## src/rtl/param_serial_adder.sv

```systemverilog
// Bit-serial adder: one full-add per clock, LSB first, with registered result and a done pulse.
// Optional subtract mode is enabled by defining SERIAL_ADDER_SUB_EN; without it the sub port is ignored.
module param_serial_adder #(
    parameter int WIDTH = 8
) (
    input  logic             clk,
    input  logic             rst_n,
    input  logic             start,
    input  logic [WIDTH-1:0] a,
    input  logic [WIDTH-1:0] b,
    input  logic             cin,
    input  logic             sub,
    output logic             busy,
    output logic             done,
    output logic [WIDTH-1:0] sum,
    output logic             cout
);

    localparam int CW = $clog2(WIDTH + 1);
    localparam logic [CW-1:0] LAST_STEP = CW'(WIDTH - 1);

    typedef enum logic [1:0] {
        IDLE,
        RUN,
        DONE
    } state_t;

    state_t           state;
    logic [WIDTH-1:0] a_sh;
    logic [WIDTH-1:0] b_sh;
    logic [WIDTH-1:0] res_sh;
    logic             carry;
    logic [CW-1:0]    cnt;

    logic [WIDTH-1:0] b_load;
    logic             carry_load;

`ifdef SERIAL_ADDER_SUB_EN
    // Subtraction as a + ~b + ~cin, so cout=1 means no borrow occurred.
    assign b_load     = sub ? ~b : b;
    assign carry_load = cin ^ sub;
`else
    logic unused_sub;
    assign b_load     = b;
    assign carry_load = cin;
    assign unused_sub = sub;
`endif

    logic             bit_sum;
    logic             bit_carry;
    logic [WIDTH:0]   res_ext;
    logic             unused_res;

    assign bit_sum    = a_sh[0] ^ b_sh[0] ^ carry;
    assign bit_carry  = (a_sh[0] & b_sh[0]) | (carry & (a_sh[0] ^ b_sh[0]));
    // New sum bit enters at the MSB; the oldest bit falls off the bottom.
    assign res_ext    = {bit_sum, res_sh};
    assign unused_res = res_ext[0];

    always_ff @(posedge clk or negedge rst_n) begin
        if (!rst_n) begin
            state  <= IDLE;
            a_sh   <= '0;
            b_sh   <= '0;
            res_sh <= '0;
            carry  <= 1'b0;
            cnt    <= '0;
            busy   <= 1'b0;
            done   <= 1'b0;
            sum    <= '0;
            cout   <= 1'b0;
        end else begin
            case (state)
                IDLE: begin
                    done <= 1'b0;
                    if (start) begin
                        a_sh  <= a;
                        b_sh  <= b_load;
                        carry <= carry_load;
                        cnt   <= '0;
                        busy  <= 1'b1;
                        state <= RUN;
                    end
                end
                RUN: begin
                    a_sh   <= a_sh >> 1;
                    b_sh   <= b_sh >> 1;
                    res_sh <= res_ext[WIDTH:1];
                    carry  <= bit_carry;
                    cnt    <= cnt + CW'(1);
                    // Outputs only change here, so sum/cout hold the old result through RUN.
                    if (cnt == LAST_STEP) begin
                        sum   <= res_ext[WIDTH:1];
                        cout  <= bit_carry;
                        busy  <= 1'b0;
                        done  <= 1'b1;
                        state <= DONE;
                    end
                end
                DONE: begin
                    done  <= 1'b0;
                    state <= IDLE;
                end
                default: begin
                    busy  <= 1'b0;
                    done  <= 1'b0;
                    state <= IDLE;
                end
            endcase
        end
    end

endmodule

```

## config.mk

```make
export PLATFORM = sky130hd
export DESIGN_NAME = param_serial_adder
export DESIGN_NICKNAME = d
export VERILOG_FILES = /design/src/rtl/param_serial_adder.sv
export SDC_FILE = /design/constraint.sdc
export NUM_CORES = 1
export LEC_CHECK = 0
export ABC_CLOCK_PERIOD_IN_PS = 2300
export BUFFER_PORTS_ARGS = -buffer_cell sky130_fd_sc_hd__buf_2
export CAP_MARGIN = 15
export CORE_MARGIN = 3
export CORE_UTILIZATION = 30
export CTS_CLUSTER_DIAMETER = 40
export DETAILED_ROUTE_END_ITERATION = 16
export GPL_ROUTABILITY_DRIVEN = 0
export PLACE_DENSITY = 0.56
export SLEW_MARGIN = 0
export SYNTH_ARGS = -nofsm -noshare
export SYNTH_HDL_FRONTEND = slang
export SYNTH_SLANG_ARGS = --single-unit
```

## constraint.sdc

```tcl
create_clock -name clk -period 2.3 [get_ports clk]
set_input_delay 0 -clock clk [delete_from_list [all_inputs] [get_ports clk]]
set_output_delay 0 -clock clk [all_outputs]
set_load 0.05 [all_outputs]
```

Word level (Yosys, flattened, before mapping)
Cells that the tools add are included.
- register bits after elaboration: 42
- input bits: 21
- output and inout bits: 11
- word-level logic and storage cells: 44
- add/sub/neg operators: 1
- equality and inequality tests: 5
- muxes and demuxes: 16
- bitwise gates (word level): 6
- reduce and logical (&&, ||, !) cells: 6
- operators with widths (kind ; number):
    8-bit one-hot mux with 2 select lines ; 2
    8-bit 2-to-1 mux ; 2
    4-bit one-hot mux with 2 select lines ; 1
    2-bit AND reduction ; 3
    1-bit 2-to-1 mux ; 5
    4-bit by 1-bit adder with 4-bit output (second input constant) ; 1
    4-bit by 3-bit equality test with 1-bit output (second input constant) ; 1
    2-bit 2-to-1 mux ; 2
    4-bit 2-to-1 mux ; 1
    2-bit inequality test (second input constant) ; 2
    2-bit one-hot mux with 2 select lines ; 1
    1-bit one-hot mux with 3 select lines ; 1
    3-bit AND reduction ; 1
    1-bit bitwise AND ; 2
    2-bit by 1-bit equality test with 1-bit output (second input constant) ; 1
    2-bit equality test (second input constant) ; 1
    2-bit logical NOT ; 1
    1-bit one-hot mux with 2 select lines ; 1
    2-bit nonzero test ; 1
    1-bit bitwise XOR ; 2
    1-bit NOT ; 1
    1-bit bitwise OR ; 1

Logic depth before layout (Yosys ltp)
- word-level depth: 4
- depth in mapped cells: 5
- depth with buffers taken out: 4

Least setup slack after synthesis
No wires, ideal clock.
- path type: flip-flop to flip-flop
- start point: reg cnt[0]
- end point: reg cout
- data arrival time: 1359 ps
- setup slack: 816 ps
- stages on the path, launching flop included: 6
- clock period less this slack: 1484 ps
- path through: dfrtp_1 ha_1 and3b_4 and2_4 buf_6 mux2_4
- word-level cells in the longest chain between the ends: 2
- RTL lines (element ; line ; text):
    from (decl) ; 33 ; logic [CW-1:0] cnt;
    from (signal assigned) ; 90 ; cnt <= cnt + CW'(1);
    4-bit by 3-bit equality test with 1-bit output ; 92 ; if (cnt == LAST_STEP) begin
    2-bit AND reduction (no line) ; - ;
    to (signal assigned) ; 94 ; cout <= bit_carry;
    to (decl) ; 16 ; output logic cout
No other way between the ends.
A chain may end at the register's enable or synchronous reset.

Final worst setup path
- start point: reg state[1]
- end point: reg carry
- word-level cells in the longest chain between the ends: 3
- elaborated cells on any way between the ends: 6
- classes of those cells: 2 x eq/ne; 1 x mux; 3 x reduce/logical
- RTL lines (element ; line ; text):
    from (decl) ; 28 ; state_t state;
    from (signal assigned) ; 62 ; state <= IDLE;
    from (signal assigned) ; 82 ; state <= RUN;
    from (signal assigned) ; 97 ; state <= DONE;
    2-bit by 1-bit equality test with 1-bit output or 2-bit logical NOT (tied branches) ; 73 ; case (state)
    2-bit nonzero test (no line) or 2-bit inequality test (tied branches) ; - ;
    2-bit AND reduction (no line) ; - ;
    to (signal assigned) ; 79 ; carry <= carry_load;
    to (signal assigned) ; 89 ; carry <= bit_carry;
    to (decl) ; 32 ; logic carry;
Parallel ways exist; a longest one is shown, timed or not.

==> results.cfg <==
[clock_tree]
cts_tree = yes
clk_path_buf_depth = 2
clock_latency_ns = 0.29
cts_max_level = 2
cts_setup_buffers = 0
path_clk_slew_ns = 0.08
cts_made_buffers = 5
cts.sinks = 41
cts.hold.buffers_added = 10
root_buffer = clkbuf_8
post_cts_resized = 0

[floorplan]
core.rowCount = 28
core_um2 = 5990
dieArea_um2 = 7250
pin_count = 32
initial_core_util_pct = 31.4
die_h_um = 85.1
die-width_um = 85.1

[cells_and_area]
nets = 237
fillers = 597
antenna_cells = 0
drive_gt1_share_pct = 25.6
area_growth_pct = 24.0
fin_util_pct = 38.9
fin_area_um2 = 2330
layout.cells.non_filler = 290

[sta]
tns_ns = 0
period_minus_slack_ns = 1.65
setup-violations-final = 0
clock.fmax_mhz = 606
period_share_pct = 71.8
rsz0062_at_grt = false
hold_viol_final = 0
maxSlewViolCount = 0
skew_ns = 0.00442
fin_ws_ns = 0.649
worst_slew_pin_slew_ns = 0.900
maxSlewHeadroom_pct = 40.0
holdWs_ns = 0.00119

[routing]
wirelength_um = 3970
drt_pass1_iterations = 3
wire_per_inst_um = 13.7
drc = 0
routed_via_density = 4.80
drt-initial-drc-count = 57
vias = 1392
postRouteAntennaNets = 0

[worst_hold_path]
hold_class = input port to register

[global_routing]
grt_max_degree = 42
gr-total-overflow = 0
grt_pass1_vias = 1490
grt_pass1_wl_um = 7220
antenna_found_initial = 0
track_usage_pct = 12.4

[logic_synthesis]
ys_seq_area_share_pct = 54.6
postSynthAreaPerCell_um2 = 10.8
ys_warn_count = 0
synth_top_family_by_area = compound AO/OA/AOI/OAI gates
ys_types = 27
synthesis.nets = 197
synth_fa_ha_area_share_pct = 1.73
ys_seq_elements = 41
synthesis.area_um2 = 1880
yosys-mux-area-fraction_pct = 7.79
synth_compound_area_share_pct = 17.4
synthXorXnorAreaFrac_pct = 0
synthSimpleGateAreaFrac_pct = 15.2
netlist_instances = 174

[power_and_ir_drop]
ir_drop_mv = 0.610
leakage_nw = 1.13
p_per_area_nw_per_um2 = 1400
total_power_mw = 3.26

[critical_path]
required_ns = 2.51
cp.arrival_ns = 1.86
timing.critical_path.to = carry
worstReg2RegStart = state[1]
start_kind = register
crit_path_start = state[1]
critPathCaptureType = register
r2r_end = carry
crit_type = register to register
r2r_cells = 5
reg2reg_slack_ns = 0.65
crit_fanout = 14

[placement]
dp_cells = 272
hpwl_um = 2610
port_buffers = 30
post-place-ws_ns = 0.632
place_area_um2 = 2100

[run]
drv_cap = 0

[run_status]
status = complete, no violations
-- per-layer routing --
| metal | up-vias | GRT usage, % | wire length (µm) |
|---|---|---|---|
| li1 | 685 | - | - |
| met1 | 682 | 17.3 | 2000 |
| met2 | 20 | 19.1 | 1820 |
| met3 | 5 | 3.01 | 113 |
| met4 | 0 | 3.88 | 38 |
| met5 | - | 0 | 0 |
-- kinds of logic after synthesis --
logic type               Yosys count
adder cells (fa/ha/maj)            2
AND/OR/NAND/NOR                   54
AO/OA/AOI/OAI                     55
flip-flops                        41
buffers and inverters             12
multiplexers                      10
-- critical path, cell delays in order, from the launching register on --
cell     delay, ns
dfrtp_1       0.51
buf_4         0.25
nor2b_1       0.31
buf_4         0.27
a21oi_1       0.08
o21ai_0       0.15
-- registers in the layout (all words and copies together) (netlist names) --
name / flops
done: 1
res_sh: 7
a_sh: 8
carry: 1
busy: 1
sum: 8
b_sh: 8
cout: 1
cnt: 4
state: 2
-- cell type report --
cell class | instances | area, µm² | share of cell area, %
inverters | 1 | 3.75 | 0.161
multi-input cells | 121 | 793 | 34.0
clock buffers | 5 | 68.8 | 2.95
well taps | 75 | 93.8 | 4.03
flip-flops and latches | 41 | 1030 | 44.0
clock inverters | 3 | 65.1 | 2.79
repair buffers | 44 | 280 | 12.0
-- where the power goes --
| part | switching (mW) | total (mW) | internal (mW) |
|---|---|---|---|
| Combinational | 0.788 | 1.31 | 0.522 |
| Clock | 0.251 | 0.682 | 0.431 |
| Sequential | 0.247 | 1.27 | 1.02 |
-- cell usage in the layout, fill, tap and decap left out, types with 8 or more instances in the layout --
| master | synthesis | routed |
|---|---|---|
| a21oi_1 | 18 | 18 |
| a22oi_1 | 14 | 14 |
| and2b_1 | 9 | 9 |
| buf_2 | 3 | 30 |
| dfrtp_1 | 41 | 41 |
| dlygate4sd3_1 | 0 | 10 |
| mux2_4 | 9 | 9 |
| nand2_1 | 26 | 26 |
| nor2b_1 | 8 | 8 |
| o21ai_0 | 18 | 18 |
-- cell usage after synthesis --
cell type | n | area (µm²)
a21oi_1 | 18 | 90.1
a22o_1 | 2 | 17.5
a22oi_1 | 14 | 105
and2_4 | 1 | 8.76
and2b_1 | 9 | 67.6
and2b_4 | 1 | 10.0
and3b_1 | 1 | 8.76
and3b_4 | 1 | 12.5
buf_2 | 3 | 15.0
buf_4 | 1 | 7.51
buf_6 | 1 | 11.3
clkbuf_1 | 6 | 22.5
dfrtp_1 | 41 | 1030
fa_1 | 1 | 20.0
ha_1 | 1 | 12.5
inv_1 | 1 | 3.75
mux2_2 | 1 | 11.3
mux2_4 | 9 | 135
nand2_1 | 26 | 97.6
nand2b_1 | 1 | 6.26
nand3_1 | 2 | 10.0
nor2_1 | 4 | 15.0
nor2b_1 | 8 | 50.1
o21ai_0 | 18 | 90.1
o21bai_1 | 1 | 7.51
o311ai_0 | 1 | 8.76
o32ai_1 | 1 | 8.76
-- how the worst min path moves through the flow --
stage	startpoint	to	cells past startpoint
floorplan	rst_n	a_sh[0]	0
global placement	rst_n	sum[0]	1
detailed placement	rst_n	sum[0]	1
CTS	a[3]	a_sh[3]	3
global route	b[1]	b_sh[1]	3
finish	a[7]	a_sh[7]	3
Power figures use the tool's default switching activity.
